===== src/rtl/clock_keypad_pkg.sv =====
// Shared types, digit map and helpers for the clock time-set keypad.
// Optional range checking is enabled by defining KEYPAD_RANGE_CHECK_EN.
package clock_keypad_pkg;

   localparam logic [3:0] DIG_10HOUR   = 4'd0;
   localparam logic [3:0] DIG_HOUR     = 4'd1;
   localparam logic [3:0] DIG_10MIN    = 4'd2;
   localparam logic [3:0] DIG_MIN      = 4'd3;
   localparam logic [3:0] DIG_10SEC    = 4'd4;
   localparam logic [3:0] DIG_SEC      = 4'd5;
   localparam logic [3:0] DIG_10DAY    = 4'd6;
   localparam logic [3:0] DIG_DAY      = 4'd7;
   localparam logic [3:0] DIG_10MONTH  = 4'd8;
   localparam logic [3:0] DIG_MONTH    = 4'd9;
   localparam logic [3:0] DIG_MILLENIA = 4'd10;
   localparam logic [3:0] DIG_CENTURY  = 4'd11;
   localparam logic [3:0] DIG_DECADE   = 4'd12;
   localparam logic [3:0] DIG_YEAR     = 4'd13;

   // Bit positions inside the conditioned input vector.
   localparam int KEY_UP   = 10;
   localparam int KEY_DOWN = 11;
   localparam int KEY_SET  = 12;
   localparam int KEY_W    = 13;

   typedef enum logic [1:0] {
      ST_IDLE     = 2'd0,
      ST_ENTRY    = 2'd1,
      ST_COMMIT   = 2'd2,
      ST_WAIT_REL = 2'd3
   } state_e;

   // Largest BCD value each digit position can legally hold.
   function automatic logic [3:0] max_digit(input logic [3:0] idx);
      logic [3:0] m;
      case (idx)
         DIG_10HOUR:  m = 4'd2;
         DIG_10MIN:   m = 4'd5;
         DIG_10SEC:   m = 4'd5;
         DIG_10DAY:   m = 4'd3;
         DIG_10MONTH: m = 4'd1;
         default:     m = 4'd9;
      endcase
      return m;
   endfunction

   // One-hot digit key vector to its BCD value.
   function automatic logic [3:0] key_to_bcd(input logic [9:0] keys);
      logic [3:0] v;
      v = 4'd0;
      for (int i = 0; i < 10; i++) begin
         if (keys[i]) v = 4'(i);
      end
      return v;
   endfunction

endpackage


===== src/rtl/clock_keypad_entry_debouncer.sv =====
// Synchroniser, shared debounce counter and rising-edge detect.
// The whole vector loads at once after it has been stable long enough.
module keypad_debouncer
   import clock_keypad_pkg::*;
#(
   parameter int W               = 13,
   parameter int DEBOUNCE_CYCLES = 1_000_000,
   parameter int CNT_W           = 20
) (
   input  logic         CLK,
   input  logic         RST,
   input  logic [W-1:0] raw,
   output logic [W-1:0] db,
   output logic [W-1:0] rise
);

   localparam logic [CNT_W-1:0] CNT_MAX = CNT_W'(DEBOUNCE_CYCLES - 1);

   logic [W-1:0]     sync1_q, sync1_d;
   logic [W-1:0]     sync2_q, sync2_d;
   logic [W-1:0]     sync3_q, sync3_d;
   logic [W-1:0]     db_q, db_d;
   logic [W-1:0]     prev_q, prev_d;
   logic [CNT_W-1:0] cnt_q, cnt_d;

   // Shift the synchroniser and restart the count on any change.
   always_comb begin
      sync1_d = raw;
      sync2_d = sync1_q;
      sync3_d = sync2_q;
      db_d    = db_q;
      prev_d  = db_q;
      cnt_d   = cnt_q;
      if (sync2_q != sync3_q) begin
         cnt_d = '0;
      end else if (cnt_q == CNT_MAX) begin
         db_d = sync2_q;
      end else begin
         cnt_d = cnt_q + 1'b1;
      end
   end

   // Register all conditioning state.
   always_ff @(posedge CLK) begin
      if (RST) begin
         sync1_q <= '0;
         sync2_q <= '0;
         sync3_q <= '0;
         db_q    <= '0;
         prev_q  <= '0;
         cnt_q   <= '0;
      end else begin
         sync1_q <= sync1_d;
         sync2_q <= sync2_d;
         sync3_q <= sync3_d;
         db_q    <= db_d;
         prev_q  <= prev_d;
         cnt_q   <= cnt_d;
      end
   end

   assign db   = db_q;
   assign rise = db_q & ~prev_q;

endmodule


===== src/rtl/clock_keypad_entry.sv =====
// Time-set keypad front end: cursor, digit-write and commit/abort strobes.
// Define KEYPAD_RANGE_CHECK_EN to reject digits above the per-position limit.
module clock_keypad_entry
   import clock_keypad_pkg::*;
#(
   parameter int DEBOUNCE_CYCLES = 1_000_000,
   parameter int CNT_W           = 20,
   parameter int NUM_DIGITS      = 14
) (
   input  logic       CLK,
   input  logic       RST,
   input  logic       set_time_enable,
   input  logic       b_0,
   input  logic       b_1,
   input  logic       b_2,
   input  logic       b_3,
   input  logic       b_4,
   input  logic       b_5,
   input  logic       b_6,
   input  logic       b_7,
   input  logic       b_8,
   input  logic       b_9,
   input  logic       up,
   input  logic       down,
   output logic       entry_active,
   output logic [3:0] cursor,
   output logic       digit_wr,
   output logic [3:0] digit_val,
   output logic       key_reject,
   output logic       commit,
   output logic       abort
);

   localparam logic [3:0] LAST = 4'(NUM_DIGITS - 1);

   logic [KEY_W-1:0] raw;
   logic [KEY_W-1:0] db;
   logic [KEY_W-1:0] rise;
   logic [11:0]      keys;
   logic             multi;
   logic             set_lvl;
   logic             set_rise;
   logic [3:0]       key_val;
   logic             range_ok;

   state_e     state_q, state_d;
   logic [3:0] cursor_q, cursor_d;
   logic       digit_wr_q, digit_wr_d;
   logic [3:0] digit_val_q, digit_val_d;
   logic       key_reject_q, key_reject_d;
   logic       commit_q, commit_d;
   logic       abort_q, abort_d;

   assign raw = {set_time_enable, down, up,
                 b_9, b_8, b_7, b_6, b_5,
                 b_4, b_3, b_2, b_1, b_0};

   keypad_debouncer #(
      .W               (KEY_W),
      .DEBOUNCE_CYCLES (DEBOUNCE_CYCLES),
      .CNT_W           (CNT_W)
   ) u_deb (
      .CLK  (CLK),
      .RST  (RST),
      .raw  (raw),
      .db   (db),
      .rise (rise)
   );

   assign keys     = rise[11:0] & db[11:0];
   assign multi    = |(keys & (keys - 12'd1));
   assign set_lvl  = db[KEY_SET];
   assign set_rise = rise[KEY_SET];
   assign key_val  = key_to_bcd(keys[9:0]);

`ifdef KEYPAD_RANGE_CHECK_EN
   assign range_ok = (key_val <= max_digit(cursor_q));
`else
   assign range_ok = 1'b1;
`endif

   // Next state, cursor movement and strobe requests.
   always_comb begin
      state_d      = state_q;
      cursor_d     = cursor_q;
      digit_wr_d   = 1'b0;
      digit_val_d  = 4'd0;
      key_reject_d = 1'b0;
      commit_d     = 1'b0;
      abort_d      = 1'b0;
      unique case (state_q)
         ST_IDLE: begin
            cursor_d = 4'd0;
            if (set_rise) state_d = ST_ENTRY;
         end
         ST_ENTRY: begin
            if (!set_lvl) begin
               abort_d  = 1'b1;
               state_d  = ST_IDLE;
               cursor_d = 4'd0;
            end else if (multi) begin
               key_reject_d = 1'b1;
            end else if (|keys[9:0]) begin
               if (!range_ok) begin
                  key_reject_d = 1'b1;
               end else begin
                  digit_wr_d  = 1'b1;
                  digit_val_d = key_val;
                  if (cursor_q == LAST) state_d = ST_COMMIT;
                  else cursor_d = cursor_q + 4'd1;
               end
            end else if (keys[KEY_UP]) begin
               if (cursor_q == LAST) cursor_d = 4'd0;
               else cursor_d = cursor_q + 4'd1;
            end else if (keys[KEY_DOWN]) begin
               if (cursor_q == 4'd0) cursor_d = LAST;
               else cursor_d = cursor_q - 4'd1;
            end
         end
         ST_COMMIT: begin
            commit_d = 1'b1;
            state_d  = ST_WAIT_REL;
         end
         ST_WAIT_REL: begin
            if (!set_lvl) begin
               state_d  = ST_IDLE;
               cursor_d = 4'd0;
            end
         end
         default: begin
            state_d  = ST_IDLE;
            cursor_d = 4'd0;
         end
      endcase
   end

   // State, cursor and registered strobes.
   always_ff @(posedge CLK) begin
      if (RST) begin
         state_q      <= ST_IDLE;
         cursor_q     <= 4'd0;
         digit_wr_q   <= 1'b0;
         digit_val_q  <= 4'd0;
         key_reject_q <= 1'b0;
         commit_q     <= 1'b0;
         abort_q      <= 1'b0;
      end else begin
         state_q      <= state_d;
         cursor_q     <= cursor_d;
         digit_wr_q   <= digit_wr_d;
         digit_val_q  <= digit_val_d;
         key_reject_q <= key_reject_d;
         commit_q     <= commit_d;
         abort_q      <= abort_d;
      end
   end

   assign entry_active = (state_q == ST_ENTRY);
   assign cursor       = cursor_q;
   assign digit_wr     = digit_wr_q;
   assign digit_val    = digit_val_q;
   assign key_reject   = key_reject_q;
   assign commit       = commit_q;
   assign abort        = abort_q;

endmodule


===== config.mk =====
export PLATFORM = sky130hd
export DESIGN_NAME = clock_keypad_entry
export DESIGN_NICKNAME = d
export VERILOG_FILES = /design/src/rtl/clock_keypad_pkg.sv /design/src/rtl/clock_keypad_entry_debouncer.sv /design/src/rtl/clock_keypad_entry.sv
export SDC_FILE = /design/constraint.sdc
export NUM_CORES = 1
export LEC_CHECK = 0
export ABC_CLOCK_PERIOD_IN_PS = 3700
export CAP_MARGIN = 20
export CORE_ASPECT_RATIO = 0.7
export CORE_MARGIN = 4
export CORE_UTILIZATION = 32
export CTS_CLUSTER_DIAMETER = 150
export CTS_CLUSTER_SIZE = 14
export DETAILED_ROUTE_END_ITERATION = 10
export PLACE_DENSITY = 0.47
export SYNTH_ARGS = -nofsm -noshare
export SYNTH_HDL_FRONTEND = slang
export SYNTH_SLANG_ARGS = --single-unit

===== constraint.sdc =====
create_clock -name CLK -period 3.7 [get_ports CLK]
set_clock_uncertainty 0.15 [all_clocks]
set_input_delay 1.11 -clock CLK [delete_from_list [all_inputs] [get_ports CLK]]
set_output_delay 1.11 -clock CLK [all_outputs]
set_load 0.02 [all_outputs]

==> flow_metrics.py <==
metrics = {
    "final_layout": {
        "drive_above_1_share_pct": 8.67,
        "final_common_cell": "dfxtp_1",
        "antennaDiodeCount": 0,
        "final_cell_mix": "dfxtp_1, nor2b_1, nor2_1",
        "fillers": 1201,
        "area_growth_pct": 19.1,
        "instances_no_fill": 584,
        "nets": 441,
    },
    "power": {
        "power.density_nw_per_um2": 469,
        "vdd_drop_max_mv": 0.214,
        "p_leak_nw": 1.76,
    },
    "floorplanning": {
        "die-area_um2": 14000,
        "core_um2": 11800,
        "die_w_um": 140,
        "std_cell_rows": 33,
        "pin_count": 28,
        "die_y_um": 100,
        "start_util_pct": 32.9,
    },
    "yosys": {
        "synth_warnings": 0,
        "netlist_area_um2": 3890,
        "synth_cell_type_count": 49,
        "avgSynthCellArea_um2": 9.87,
        "syn_nets": 413,
        "ys_seq_elements": 99,
        "syn_inst": 394,
        "ys_seq_area_share_pct": 51.0,
    },
    "clock_tree": {
        "cts.repair.resized": 0,
        "cts_buffers": 9,
        "cts-hold-fix-buffers": 0,
        "tritoncts": "done",
        "path_clk_slew_ns": 0.07,
        "insertion_delay_ns": 0.34,
        "clock_path_buffers": 2,
        "cts.sinks": 99,
        "cts-root-buf": "clkbuf_16",
        "post_cts_buffers": 0,
        "htreeDepth": 3,
    },
    "routing": {
        "antenna_left": 0,
        "routed.top_layer": "met4",
        "met1_length_mm": 3.88,
        "first_iter_violations": 131,
        "wl_per_cell_um": 12.0,
        "drcViolationCount": 0,
        "met3WireLength_um": 279,
        "drt-total-wl_mm": 6.99,
        "route.met2.wl_mm": 2.76,
        "vias_per_cell": 4.42,
        "num_vias": 2583,
        "dr.pass1.iters": 4,
    },
    "worst_setup_path": {
        "crit_type": "reg2out",
        "cp_data_arrival_time_ns": 1.74,
        "reg2reg_slack_ns": 0.99,
        "crit_start": "state_q[0]",
        "path_max_fanout": 6,
        "critPathCaptureType": "output port",
        "r2r_start": "u_deb.sync2_q[7]",
        "reg2reg_to": "u_deb.db[9]",
        "cp.required_ns": 2.44,
        "rr_worst_depth": 7,
        "cp-start-kind": "register",
    },
    "run": {
        "cap_viol_max_count": 0,
    },
    "placement": {
        "gp_congestion": 0.742,
        "placedCellCount": 568,
        "dp_hpwl_mm": 4.90,
        "io_buffers": 27,
    },
    "worst_hold_path": {
        "hold_class": "reg2reg",
        "holdPathStages": 1,
        "worstHoldStart": "u_deb.sync1_q[1]",
        "min_to": "u_deb.sync2_q[1]",
    },
    "timing": {
        "fin_crit_ns": 3.00,
        "worstMarginPinSlew_ns": 0.769,
        "hold_viol": 0,
        "rsz0062_at_grt": "no",
        "fmax_mhz": 333,
        "maxSlewViolCount": 0,
        "setup_viol": 0,
        "slew-limit-headroom_pct": 48.3,
        "final.setup.tns_ns": 0,
        "min_period_over_period_pct": 81.2,
    },
    "global_routing": {
        "grt_pass1_wl_mm": 12.6,
        "grt_pass1_vias": 2548,
        "antenna_found_initial": 0,
        "grt_max_degree": 73,
        "gr-usage-all-layers_pct": 11.1,
        "grt_overflow": 0,
    },
    "run_status": {
        "outcome": "finished, final reports clean",
    },
}
flip-flops by register name (all words and copies together) (netlist names), named ones only:
name / flops
u_deb.db: 13
digit_val: 4
u_deb.cnt_q: 20
u_deb.sync1_q: 13
digit_wr: 1
u_deb.sync2_q: 13
u_deb.prev_q: 13
state_q: 1
commit: 1
key_reject: 1
u_deb.sync3_q: 13
abort: 1
cursor: 4
metrics by stage:
stage	area, um2	hold WS [ns]	util [%]	setup WS (ns)	power, W
floorplan	3890	0.264	-	1.37	0.00115
global placement	4300	0.274	36.4	0.896	0.00118
detailed placement	4300	0.274	36.4	0.929	0.00117
CTS	4630	0.291	39.2	0.678	0.00220
global route	4630	0.307	39.2	0.578	0.00226
finish	4630	0.284	39.2	0.695	0.00217
area by class of cell:
class                      count  area [um2]  share of cell area, %
inverter                      10        37.5                  0.811
sequential                    99        1980                   42.8
clock buffer                  12         246                   5.32
multi-input combinational    273        1810                   39.0
clock inverter                 4        80.1                   1.73
timing repair buffer          29         280                   6.05
tap                          157         196                   4.24
synth_stat cells, drive strengths merged:
cell type,n,area [um2]
nand2,24,95.1
or4b,2,23.8
inv,10,37.5
or3,3,18.8
a311oi,1,8.76
and2b,1,7.51
xnor2,14,123
and2,1,6.26
o21ai,11,58.8
o211ai,1,7.51
a21boi,1,18.8
buf,2,22.5
a21o,1,7.51
nand2b,20,165
o31ai,1,7.51
o311ai,1,26.3
xor2,18,158
nand4,8,71.3
o21a,1,7.51
a31oi,1,6.26
nor4,3,18.8
mux2i,17,170
nor2,43,161
nor3b,3,22.5
maj3,1,10.0
and3,3,18.8
ha,4,50.1
a21oi,9,45.0
dfxtp,99,1980
o221ai,1,8.76
o22ai,3,18.8
nor2b,55,344
nand3,11,55.1
a32oi,1,8.76
clkbuf,10,37.5
or4,1,7.51
a211oi,1,7.51
nor3,5,25.0
a21bo,1,10.0
o2111ai,1,8.76
logic make-up after synthesis:
logic type | share of synthesized area [%]
mux | 4.38
flops | 51.0
simple gates | 26.8
xor+xnor | 7.21
fa+ha+maj | 1.54
buf+inv | 2.51
compound gates | 6.60
worst max path at each step:
stage	end	slack [ns]	depth (start not counted)
2_1_floorplan	u_deb.cnt_q[10]	1.37	5
3_3_place_gp	u_deb.db[10]	0.90	7
3_5_place_dp	u_deb.db[10]	0.93	7
4_1_cts	entry_active	0.68	2
5_1_grt	entry_active	0.58	2
6_report	entry_active	0.70	2
worst max-delay path: stages, from the launching register on:
cell             delay (ns)
dfxtp_1                0.39
nor2b_1                0.34
clkdlybuf4s50_1        0.67
metal layers:
layer	global-route usage [%]	up-vias
met5	0	-
met2	15.7	40
met3	4.33	9
met1	15.8	1171
met4	2.90	0
li1	-	1363
power breakdown:
group          total [W]  switching [W]  internal [W]
clock            0.00102       0.000402      0.000619
sequential       0.00109     0.00000888       0.00108
combinational  0.0000569      0.0000255     0.0000314
total            0.00217       0.000437       0.00173
(Power assumes the default switching activity.)
